File: src/rtl/ul8_alu_pkg.sv
// Shared types and constants for the UL8 execute-stage ALU.
// Build option: ALU_FLAGS_EN adds registered carry/zero/negative flags.
package ul8_alu_pkg;

    localparam int unsigned ALU_WIDTH = 8;

    typedef enum logic [1:0] {
        ALU_ADD  = 2'b00,
        ALU_NAND = 2'b01,
        ALU_NOT  = 2'b10,
        ALU_AND  = 2'b11
    } alu_op_e;

    // Packed so it maps directly onto a 3-bit flag bus {c, zf, nf}.
    typedef struct packed {
        logic c;
        logic zf;
        logic nf;
    } alu_flags_t;

endpackage

File: src/rtl/ul8_alu_comb.sv
// Combinational datapath of the UL8 ALU: result and next-flags from x, y and op.
// Build option: ALU_FLAGS_EN adds the flags output.
module ul8_alu_comb
    import ul8_alu_pkg::*;
#(
    parameter int unsigned WIDTH = ALU_WIDTH
) (
    input  logic [WIDTH-1:0] x,
    input  logic [WIDTH-1:0] y,
    input  logic [1:0]       op,
    output logic [WIDTH-1:0] z
`ifdef ALU_FLAGS_EN
    ,
    output logic [2:0]       flags
`endif
);

    alu_op_e          op_sel;
    logic [WIDTH-1:0] sum;

    assign op_sel = alu_op_e'(op);

`ifdef ALU_FLAGS_EN
    logic carry;
    assign {carry, sum} = {1'b0, x} + {1'b0, y};
`else
    assign sum = x + y;
`endif

    always_comb begin
        z = '0;
        unique case (op_sel)
            ALU_ADD:  z = sum;
            ALU_NAND: z = ~(x & y);
            ALU_NOT:  z = ~x;
            ALU_AND:  z = x & y;
        endcase
    end

`ifdef ALU_FLAGS_EN
    alu_flags_t flags_next;

    always_comb begin
        flags_next    = '0;
        // Only ADD can produce a carry; logic ops always clear it.
        flags_next.c  = (op_sel == ALU_ADD) ? carry : 1'b0;
        flags_next.zf = (z == '0);
        flags_next.nf = z[WIDTH-1];
    end

    assign flags = flags_next;
`endif

endmodule

File: src/rtl/ul8_alu.sv
// UL8 ALU top: enable/reset output registers around the combinational datapath.
// Build option: ALU_FLAGS_EN adds c_out, zf_out and nf_out, registered with z_out.
module ul8_alu
    import ul8_alu_pkg::*;
#(
    parameter int unsigned WIDTH = ALU_WIDTH
) (
    input  logic             clk,
    input  logic             rst,
    input  logic             en_in,
    input  logic [WIDTH-1:0] x_in,
    input  logic [WIDTH-1:0] y_in,
    input  logic [1:0]       op_in,
    output logic [WIDTH-1:0] z_out
`ifdef ALU_FLAGS_EN
    ,
    output logic             c_out,
    output logic             zf_out,
    output logic             nf_out
`endif
);

    logic [WIDTH-1:0] z_d;
    logic [WIDTH-1:0] z_q;

`ifdef ALU_FLAGS_EN
    logic [2:0] flags_d;
    alu_flags_t flags_q;
`endif

    ul8_alu_comb #(
        .WIDTH (WIDTH)
    ) u_comb (
        .x     (x_in),
        .y     (y_in),
        .op    (op_in),
        .z     (z_d)
`ifdef ALU_FLAGS_EN
        ,
        .flags (flags_d)
`endif
    );

    // Reset wins over enable, even when a result would otherwise load.
    always_ff @(posedge clk) begin
        if (rst) begin
            z_q <= '0;
        end else if (en_in) begin
            z_q <= z_d;
        end
    end

    assign z_out = z_q;

`ifdef ALU_FLAGS_EN
    always_ff @(posedge clk) begin
        if (rst) begin
            flags_q <= '0;
        end else if (en_in) begin
            flags_q <= alu_flags_t'(flags_d);
        end
    end

    assign c_out  = flags_q.c;
    assign zf_out = flags_q.zf;
    assign nf_out = flags_q.nf;
`endif

endmodule

File: config.mk
export PLATFORM = sky130hd
export DESIGN_NAME = ul8_alu
export DESIGN_NICKNAME = d
export VERILOG_FILES = /design/src/rtl/ul8_alu_pkg.sv /design/src/rtl/ul8_alu_comb.sv /design/src/rtl/ul8_alu.sv
export SDC_FILE = /design/constraint.sdc
export NUM_CORES = 1
export LEC_CHECK = 0
export ABC_AREA = 1
export BUFFER_PORTS_ARGS = -buffer_cell sky130_fd_sc_hd__buf_2
export CAP_MARGIN = 20
export CORE_AREA = 8 8 49 51
export DETAILED_ROUTE_END_ITERATION = 6
export DIE_AREA = 0 0 57 59
export GPL_TIMING_DRIVEN = 1
export MAX_ROUTING_LAYER = met4
export PLACE_DENSITY = 0.93
export SLEW_MARGIN = 20
export SYNTH_ARGS = -nofsm -noshare
export SYNTH_HDL_FRONTEND = slang
export SYNTH_SLANG_ARGS = --single-unit
File: constraint.sdc
create_clock -name clk -period 3.8 [get_ports clk]
set_clock_uncertainty 0.05 [all_clocks]
set_input_delay 1.14 -clock clk [delete_from_list [all_inputs] [get_ports clk]]
set_output_delay 1.14 -clock clk [all_outputs]
set_load 0.02 [all_outputs]
# Yosys cells after proc, flatten, opt, wreduce, memory -nomap -nowiden
# Cells that the tools add are included.
[word_totals]
word_cells = 10
in_bits = 21
ramBits = 0
register_bits = 8
latchBits = 0
mem_bits_ro = 0
n_memories = 0
[op_classes]
order_cmp = 0
eq_ne = 3
div_mod_pow = 0
mul = 0
shift = 0
mux = 1
n_reduce_logical = 1
n_bitwise = 3
add_sub_neg = 1
[ops]
columns = ["op", "count"]
rows = [
  ["$pmux 8 s4", 1],
  ["$not 8->8", 2],
  ["$add 8x8->8", 1],
  ["$and 8x8->8", 1],
  ["$eq 2x2->1 const B", 2],
  ["$eq 2x1->1 const B", 1],
  ["$logic_not 2->1", 1],
]

# Logic depth before layout (Yosys ltp)
# Gate-level depths: netlist of run 1.
[depth]
depth_word = 3
ltp_mapped = 8
mapped_depth_nobuf = 8

# Hierarchy
# From an unflattened synthesis of run 1, not the netlist that was laid out.
[hier_totals]
cells_unflattened = 153
hier_area_um2 = 887.1
[by_module_without_submodules]
columns = ["module", "cells_each", "area_each_um2", "instances"]
rows = [
  ["ul8_alu_comb", 102, 545.5, 1],
  ["ul8_alu", 51, 341.6, 1],
]

# Worst setup path before layout of run 1
# Ideal clock, no wire load.
[synth_path]
path_type = "input to register"
from = "in x_in[2]"
to = "reg z_q[5] (netlist: z_out[5])"
arrival_ns = 2.047
cell_stages = 7
setup_slack_ns = 1.637
path_buffers = 0
path_cell_list = "ha_1 or2_4 nand3b_2 nand2_1 nand2_1 nand3_1 a21oi_2"
[synth_between]
elab_chain_cells = 2
[synth_rtl]
columns = ["item", "line", "rtl"]
rows = [
  ["start, declared", "ul8_alu.sv:11", "input logic [WIDTH-1:0] x_in,"],
  ["$add 8x8->8", "ul8_alu_comb.sv:27", "assign sum = x + y;"],
  ["$pmux 8 s4", "ul8_alu_comb.sv:32", "unique case (op_sel)"],
  ["end signal, assigned", "ul8_alu.sv:49", "z_q <= z_d;"],
  ["end, declared", "ul8_alu.sv:24", "logic [WIDTH-1:0] z_q;"],
]
# No other way between the ends.
# A chain may end at the register's enable or synchronous reset.

# Worst setup path in the final report of run 1
# Same ends and word-level chain as after synthesis.

==> results of run 1 <==
## cells by family (layout without fill, tap and decap cells)
group,Yosys count,count (layout),synth area share (%)
AND/OR/NAND/NOR,59,59,36.0
flip-flops,8,8,19.0
adder cells (fa/ha/maj),9,9,13.3
buffers and inverters,20,49,9.63
XOR/XNOR,1,1,1.04
AO/OA/AOI/OAI,32,32,21.0
## Yosys cell counts (all sizes together)
master,count
xnor2,1
o22ai,6
ha,9
a31oi,2
dfxtp,8
a21oi,13
nand3b,2
or2,2
o21ai,11
clkinv,1
buf,2
nand3,11
nor2,5
nand2,28
nand4,1
nor3,10
inv,17
## per-stage QoR
stage	setup slack, ns	util [%]
final	1.66	61.5
after global routing	1.56	61.5
after CTS	1.67	61.5
after detailed placement	1.42	60.2
after global placement	1.45	60.2
after floorplan	1.64	-
## worst reg2reg max path, stage by stage, from the launching register on
cell and delay [ns]:
dfxtp_1 0.30, o21ai_0 0.20, a21oi_1 0.08
## worst max-delay path by stage
| stage | endpoint | cells past startpoint |
|---|---|---|
| after floorplan | z_out[5] | 7 |
| after global placement | z_out[5] | 8 |
| after detailed placement | z_out[5] | 8 |
| after CTS | z_out[5] | 8 |
| after global routing | z_out[7] | 9 |
| final | z_out[5] | 8 |
## layout make-up
| cell class | count | area, um^2 | share of cell area, % |
|---|---|---|---|
| multi-input cells | 101 | 603 | 59.4 |
| flip-flops and latches | 8 | 160 | 15.8 |
| repair buffers | 28 | 140 | 13.8 |
| inverters | 18 | 68.8 | 6.77 |
| clock buffers | 3 | 22.5 | 2.22 |
| well taps | 17 | 21.3 | 2.09 |
## power groups by stage
stage | clock network [mW] | logic (mW) | registers [mW]
2_1_floorplan | 0 | 0.0732 | 0.104
3_3_place_gp | 0 | 0.112 | 0.0949
3_5_place_dp | 0 | 0.115 | 0.0954
4_1_cts | 0.0635 | 0.116 | 0.0937
5_1_grt | 0.0651 | 0.131 | 0.0944
6_report | 0.0610 | 0.117 | 0.0937
## metal layers
metal | GRT usage (%) | wire (um) | share of wire [%] | vias to the layer above
met1 | 15.4 | 959 | 41 | 461
met3 | 3.65 | 209 | 9.0 | 0
met2 | 23.9 | 1160 | 50 | 43
li1 | - | - | - | 500
met4 | 5.37 | 0 | 0 | 0
met5 | - | 0 | 0 | -
==> results.ini, run 1 <==
[clocking]
cts_tree=built
cts_num_sinks=8
clock_latency_ns=0.24
cts-resized-gates=0
clk_path_buf_depth=2
cts_hold_buf=0
post_cts_buffers=0
cts-buffers-inserted=3
htreeDepth=1
clk_pin_slew_ns=0.05
cts_root_buffer=clkbuf_4

[setup_path]
worstPathRequired_ns=3.93
ff2ff_setup_slack_ns=3.04
worst_ep_arrival_time_ns=2.27
critical_path.endpoint_type=flop
worst-path-buf-inv=1
crit_chain=buf_2 > ha_1 > or2_4 > nand3b_2 > nand2_1 > nand2_1 > nand3_1 > a21oi_2
timing.rr.start=z_out[4]
cp_top_family=simple AND/OR/NAND/NOR gates
worst_path_most_repeated_cell=nand2_1
critPathLaunch=x_in[2]
path_class=input port to flop
slowest_delay_ns=0.34
worst_setup_path_start_kind=input port
reg2regPathDepth=2
slowest_stage=ha_1
worst_r2r_endpoint=z_out[4]
cp_max_fo=4

[yosys]
synth_largest_area_cell=dfxtp_1
syn_inst=129
synth_area_leaders=dfxtp_1, ha_1, nand2_1
syn_avg_cell_area_um2=6.55
ys_seq_area_share_pct=19.0
syn_nets=159
netlist-cell-type-count=26
ys_ff_latch=8
syn_area_um2=845
synth_top_area_share_pct=19.0
yosys_warnings=0

[sta]
fin_setup_tns_ns=0
setup_viol=0
final-max-slew-violation-count=0
whs_ns=0.489
hold_viol_final=0
period_needed_ns=2.14
fmax_ghz=0.468
period_share_pct=56.3
relSlewSlack_pct=81.7
rsz0062_at_grt=no
worst_slew_pin_slew_ns=0.273

[route]
via_per_inst=5.74
ant_nets=0
wl_per_cell_um=13.3
post-route-drc-count=0
dr.pass1.iters=4
vias=1004
drt_wl_total_mm=2.32
drt_iter0_drc=44

[placed_design]
dp_hpwl_mm=1.96
gp_congestion=0.922
placed_area_um2=993
place_inst=172
portBuffers=28

[power]
clockPowerShare_pct=22.4
power_uw=272
leakagePower_nw=0.534
power_density_mw_per_mm2=268
ir_worst_vdd_mv=0.0956
p_sw_uw=99.4
sequentialPowerShare_pct=34.4
pwr-share-comb_pct=43.1
switching_share_pct=36.5
internal_power_uw=173

[global_route]
overflow=0
grt_max_degree=12
grt_pass1_wl_mm=3.91
gr-usage-all-layers_pct=14.1
grt_pass1_vias=939
antenna_found_initial=0

[floorplanning]
ios=29
core-area_mm2=0.00165
die_y_um=59
initial_utilization_pct=51.1
die_w_um=57
row_count=15
dieArea_mm2=0.00336

[final_layout]
final_common_cell=buf_2
final_layout_size_suffix_gt1_share_pct=28.5
fin_area_mm2=0.00102
area_growth_pct=20.3
insertedDiodeCount=0
fill_cells=163
fin_nets=190
largest_reg_flops=8
finalNonFillerCells=175
final_cell_mix=buf_2, nand2_1, inv_1, a21oi_1

[hold_path]
hold_class=flop to flop
holdPathStages=2
min_from=z_out[1]
min_to=z_out[1]

[run_status]
status=complete, no violations

[flow_run]
max-cap-violations=0

No activity file was read; power rests on OpenSTA's default activity.
==> run 2: changes to the inputs <==
Settings changed: CORE_AREA 8 8 49 51 to 8 8 51 53, DIE_AREA 0 0 57 59 to 0 0 59 61, PLACE_DENSITY 0.93 to 0.86.
Clock period 3.8 ns to 2.2 ns, I/O delays scaled along.
==> run 2 against run 1 <==
Via count shrank 4.3%. Global-route usage shrank 0.49 points. Register-to-register slack lost 1.6 ns.
==> results.ini, run 2 (synthesis results as in run 1) <==
[run_status]
status=complete, no violations

[setup_path]
critical_path.endpoint_type=flop
worst_path_most_repeated_cell=nand2_1
path_class=input port to flop
slowest_stage=ha_1
slowest_delay_ns=0.33
worstPathRequired_ns=2.34
cp_max_fo=4
cp_top_family=simple AND/OR/NAND/NOR gates
crit_chain=buf_2 > ha_1 > or2_4 > nand3b_2 > nand2_1 > nand2_1 > nand3_1 > a21oi_2
worst_setup_path_start_kind=input port
worst-path-buf-inv=1
worst_ep_arrival_time_ns=1.83

[floorplanning]
row_count=16
dieArea_mm2=0.00360
die_w_um=59
ios=29
die_y_um=61
core-area_mm2=0.00184
initial_utilization_pct=45.9

[clocking]
post_cts_buffers=0
htreeDepth=1
clk_pin_slew_ns=0.05
cts_tree=built
clk_path_buf_depth=2
cts_root_buffer=clkbuf_4
clock_latency_ns=0.25
cts_num_sinks=8
cts-resized-gates=0
cts_hold_buf=0
cts-buffers-inserted=3

[power]
clockPowerShare_pct=22.8
ir_worst_vdd_mv=0.190
switching_share_pct=36.9
internal_power_uw=299
p_sw_uw=175
pwr-share-comb_pct=43.0
sequentialPowerShare_pct=34.2
power_density_mw_per_mm2=460
leakagePower_nw=0.534

[final_layout]
final_layout_size_suffix_gt1_share_pct=28.5
finalNonFillerCells=185
final_common_cell=buf_2
fin_area_mm2=0.00103
insertedDiodeCount=0
area_growth_pct=21.8
fin_nets=190
final_cell_mix=buf_2, nand2_1, inv_1, a21oi_1
largest_reg_flops=8
multiInputGateArea_um2=603
fill_cells=182
seq_area_um2=160

[route]
via_per_inst=5.19
wl_per_cell_um=12.5
ant_nets=0
drt_wl_total_mm=2.32
drt_iter0_drc=38
vias=961
dr.pass1.iters=4
post-route-drc-count=0

[global_route]
grt_max_degree=12
grt_pass1_vias=920
overflow=0
grt_pass1_wl_mm=3.81
antenna_found_initial=0
gr-usage-all-layers_pct=13.6

[sta]
worst_slew_pin_slew_ns=0.225
fin_setup_tns_ns=0
relSlewSlack_pct=84.9
hold_viol_final=0
final-max-slew-violation-count=0
setup_viol=0
period_share_pct=76.7
period_needed_ns=1.69
fmax_ghz=0.592
rsz0062_at_grt=no

[hold_path]
hold_class=flop to flop

[placed_design]
gp_congestion=0.963
place_inst=182
portBuffers=28
dp_hpwl_mm=1.95
placed_area_mm2=0.00101

[flow_run]
max-cap-violations=0

run 2: cell counts in the layout (fill, tap and decap cells not counted):
No cell type changed its count.
run 2: cell type report:
type | count | area share (%)
clock buffer | 3 | 2.19
inverter | 18 | 6.69
multi-input combinational | 101 | 58.6
sequential | 8 | 15.6
tap | 27 | 3.28
timing repair buffer | 28 | 13.6
run 2: metal layers:
metal | share of wire [%] | global-route usage (%) | up-vias
li1 | - | - | 502
met1 | 41 | 13.9 | 425
met2 | 53 | 24.8 | 30
met3 | 5.0 | 2.54 | 4
met4 | 0.99 | 5.80 | 0
met5 | 0 | - | -
run 2: final timing paths:
check / start / end / slack [ns] / cells after the start
min reg2reg: z_out[5] / z_out[5] / 0.49 / 2
min: z_out[5] / z_out[5] / 0.49 / 2
max: x_in[2] / z_out[5] / 0.51 / 8
max reg2reg: z_out[7] / z_out[7] / 1.49 / 2
run 2: worst reg2reg max path: cells and delay by family, from the launching register on:
kind               cells  cell delay, ns
AOI/OAI and AO/OA      2            0.24
DFF                    1            0.30
run 2: stage by stage:
stage	total power, mW	setup slack, ns	hold slack, ns	utilization [%]
floorplan	0.306	0.517	0.542	-
global route	0.511	0.445	0.502	55.8
CTS	0.475	0.550	0.483	55.8
detailed placement	0.364	0.285	0.467	54.6
global placement	0.357	0.324	0.459	54.6
finish	0.473	0.512	0.488	55.8
run 2: power groups by stage:
stage	combinational [mW]	clock [mW]	sequential (mW)
floorplan	0.126	0	0.180
global placement	0.193	0	0.164
detailed placement	0.200	0	0.165
CTS	0.201	0.112	0.162
global route	0.226	0.122	0.163
finish	0.203	0.108	0.162
==> run 3: changes to the inputs <==
Settings changed: CORE_AREA 8 8 51 53 to 8 8 53 55, DIE_AREA 0 0 59 61 to 0 0 61 63, PLACE_DENSITY 0.86 to 0.83.
Clock period 2.2 ns to 1.47 ns, I/O delays scaled along.
==> run 3 against run 2 <==
Cell count increased by 9.7%. Via count increased by 13%. Worst setup slack got worse by 0.44 ns. Wire length increased by 14%. Final area increased by 18%. Highest routed layer unchanged.
==> results.ini, run 3 (synthesis results as in run 1) <==
[clocking]
htreeDepth=1
cts_tree=built
clock_latency_ns=0.25
clk_path_buf_depth=2
cts_num_sinks=8
cts-buffers-inserted=3
clk_pin_slew_ns=0.05
cts_root_buffer=clkbuf_4
post_cts_buffers=0

[placed_design]
portBuffers=28
placed_area_mm2=0.00113
place_inst=200
pre_cts_slack_ns=-0.184
dp_hpwl_mm=2.14
gp_congestion=0.930

[flow_run]
max-cap-violations=0

[floorplanning]
initial_utilization_pct=40.9
die_w_um=61
dieArea_mm2=0.00384
core-area_mm2=0.00206
die_y_um=63
row_count=17
ios=29

[sta]
setup_viol=0
period_share_pct=95.0
fmax_ghz=0.716
fin_ws_ns=0.0733
period_needed_ns=1.40
worst_slew_pin_slew_ns=0.224
hold_viol_final=0
relSlewSlack_pct=84.9
final-max-slew-violation-count=0

[global_route]
antenna_found_initial=0
overflow=0
grt_pass1_vias=1104
grt_max_degree=12
grt_pass1_wl_mm=4.29
gr-usage-all-layers_pct=14.1

[final_layout]
final_layout_size_suffix_gt1_share_pct=38.9
area_growth_pct=44.0
fin_area_mm2=0.00122
insertedDiodeCount=0
finalNonFillerCells=203
final_cell_mix=buf_2, nand2_1, buf_4, inv_1, a21oi_1
final_common_cell=buf_2
fin_nets=207
largest_reg_flops=8

[setup_path]
ff2ff_setup_slack_ns=0.74
critPathLaunch=x_in[1]
cp_top_family=simple AND/OR/NAND/NOR gates
crit_path_end=z_out[6]
worst-path-buf-inv=1
slowest_delay_ns=0.32
worst_path_most_repeated_cell=nand2_1
path_depth=9
worstPathRequired_ns=1.60
critical_path.endpoint_type=flop
cp_max_fo=4
slowest_stage=ha_1
worst_r2r_endpoint=z_out[7]
worst_ep_arrival_time_ns=1.53
timing.rr.start=z_out[7]
path_class=input port to flop
crit_chain=buf_2 > ha_1 > nand2_1 > nand2_1 > nand3_2 > nand3_1 > nand2_1 > nand3_1 > a21oi_1
reg2regPathDepth=2
worst_setup_path_start_kind=input port

[hold_path]
hold_class=input port to flop

[route]
drt_iter0_drc=46
vias=1085
drt_wl_total_mm=2.65
via_per_inst=5.34
post-route-drc-count=0
ant_nets=0
wl_per_cell_um=13.1
dr.pass1.iters=4

[run_status]
status=complete, no violations

[power]
power_density_mw_per_mm2=642
ir_worst_vdd_mv=0.497
leakagePower_nw=0.616

## run 3: cell types whose count changed in the layout (fill, tap and decap cells not counted), sizes merged
cell  delta
buf     +17
## run 3: worst min-delay path by stage
stage	cells after the start	start	end	slack, ns
after floorplan	2	z_out[1]	z_out[1]	0.54
after global placement	2	z_out[4]	z_out[4]	0.46
after detailed placement	2	z_out[1]	z_out[1]	0.47
after CTS	2	en_in	z_out[1]	0.44
after global routing	2	en_in	z_out[1]	0.47
final	2	en_in	z_out[1]	0.46
## run 3: cell type report
type,instances,area (um^2)
sequential,8,160
timing repair buffer,45,268
fill,212,847
tap,28,35.0
inverter,18,68.8
clock buffer,3,22.5
multi-input combinational,101,662
## run 3: routing by layer
metal	share of wire [%]	routed length, um	global-route usage [%]
met3	5.3	141	4.53
met4	1.3	35	4.08
met2	53	1400	24.3
met5	0	0	-
met1	40	1070	14.6
## run 3: where the power goes
group          leakage (nW)  total [mW]  internal (mW)  switching (mW)
Clock                0.0138       0.166         0.0933          0.0727
Sequential           0.0665       0.243          0.235         0.00801
Combinational         0.536       0.372          0.168           0.203
## run 3: repair_timing
action                                  in CTS  in global routing
endpoints found under the setup margin       0                  2
hold buffers                                 0                  0
resized for setup                            0                  6
## run 3: metrics by stage
step                      hold slack [ns]  total power [mW]  utilization (%)  TNS, ns
after floorplan                     0.542             0.458                -        0
after global placement              0.463             0.578             55.0   -0.741
after detailed placement            0.469             0.590             55.0   -0.931
after CTS                           0.444             0.758             56.1        0
after global routing                0.470             0.840             58.9  -0.0239
final                               0.458             0.781             58.9        0
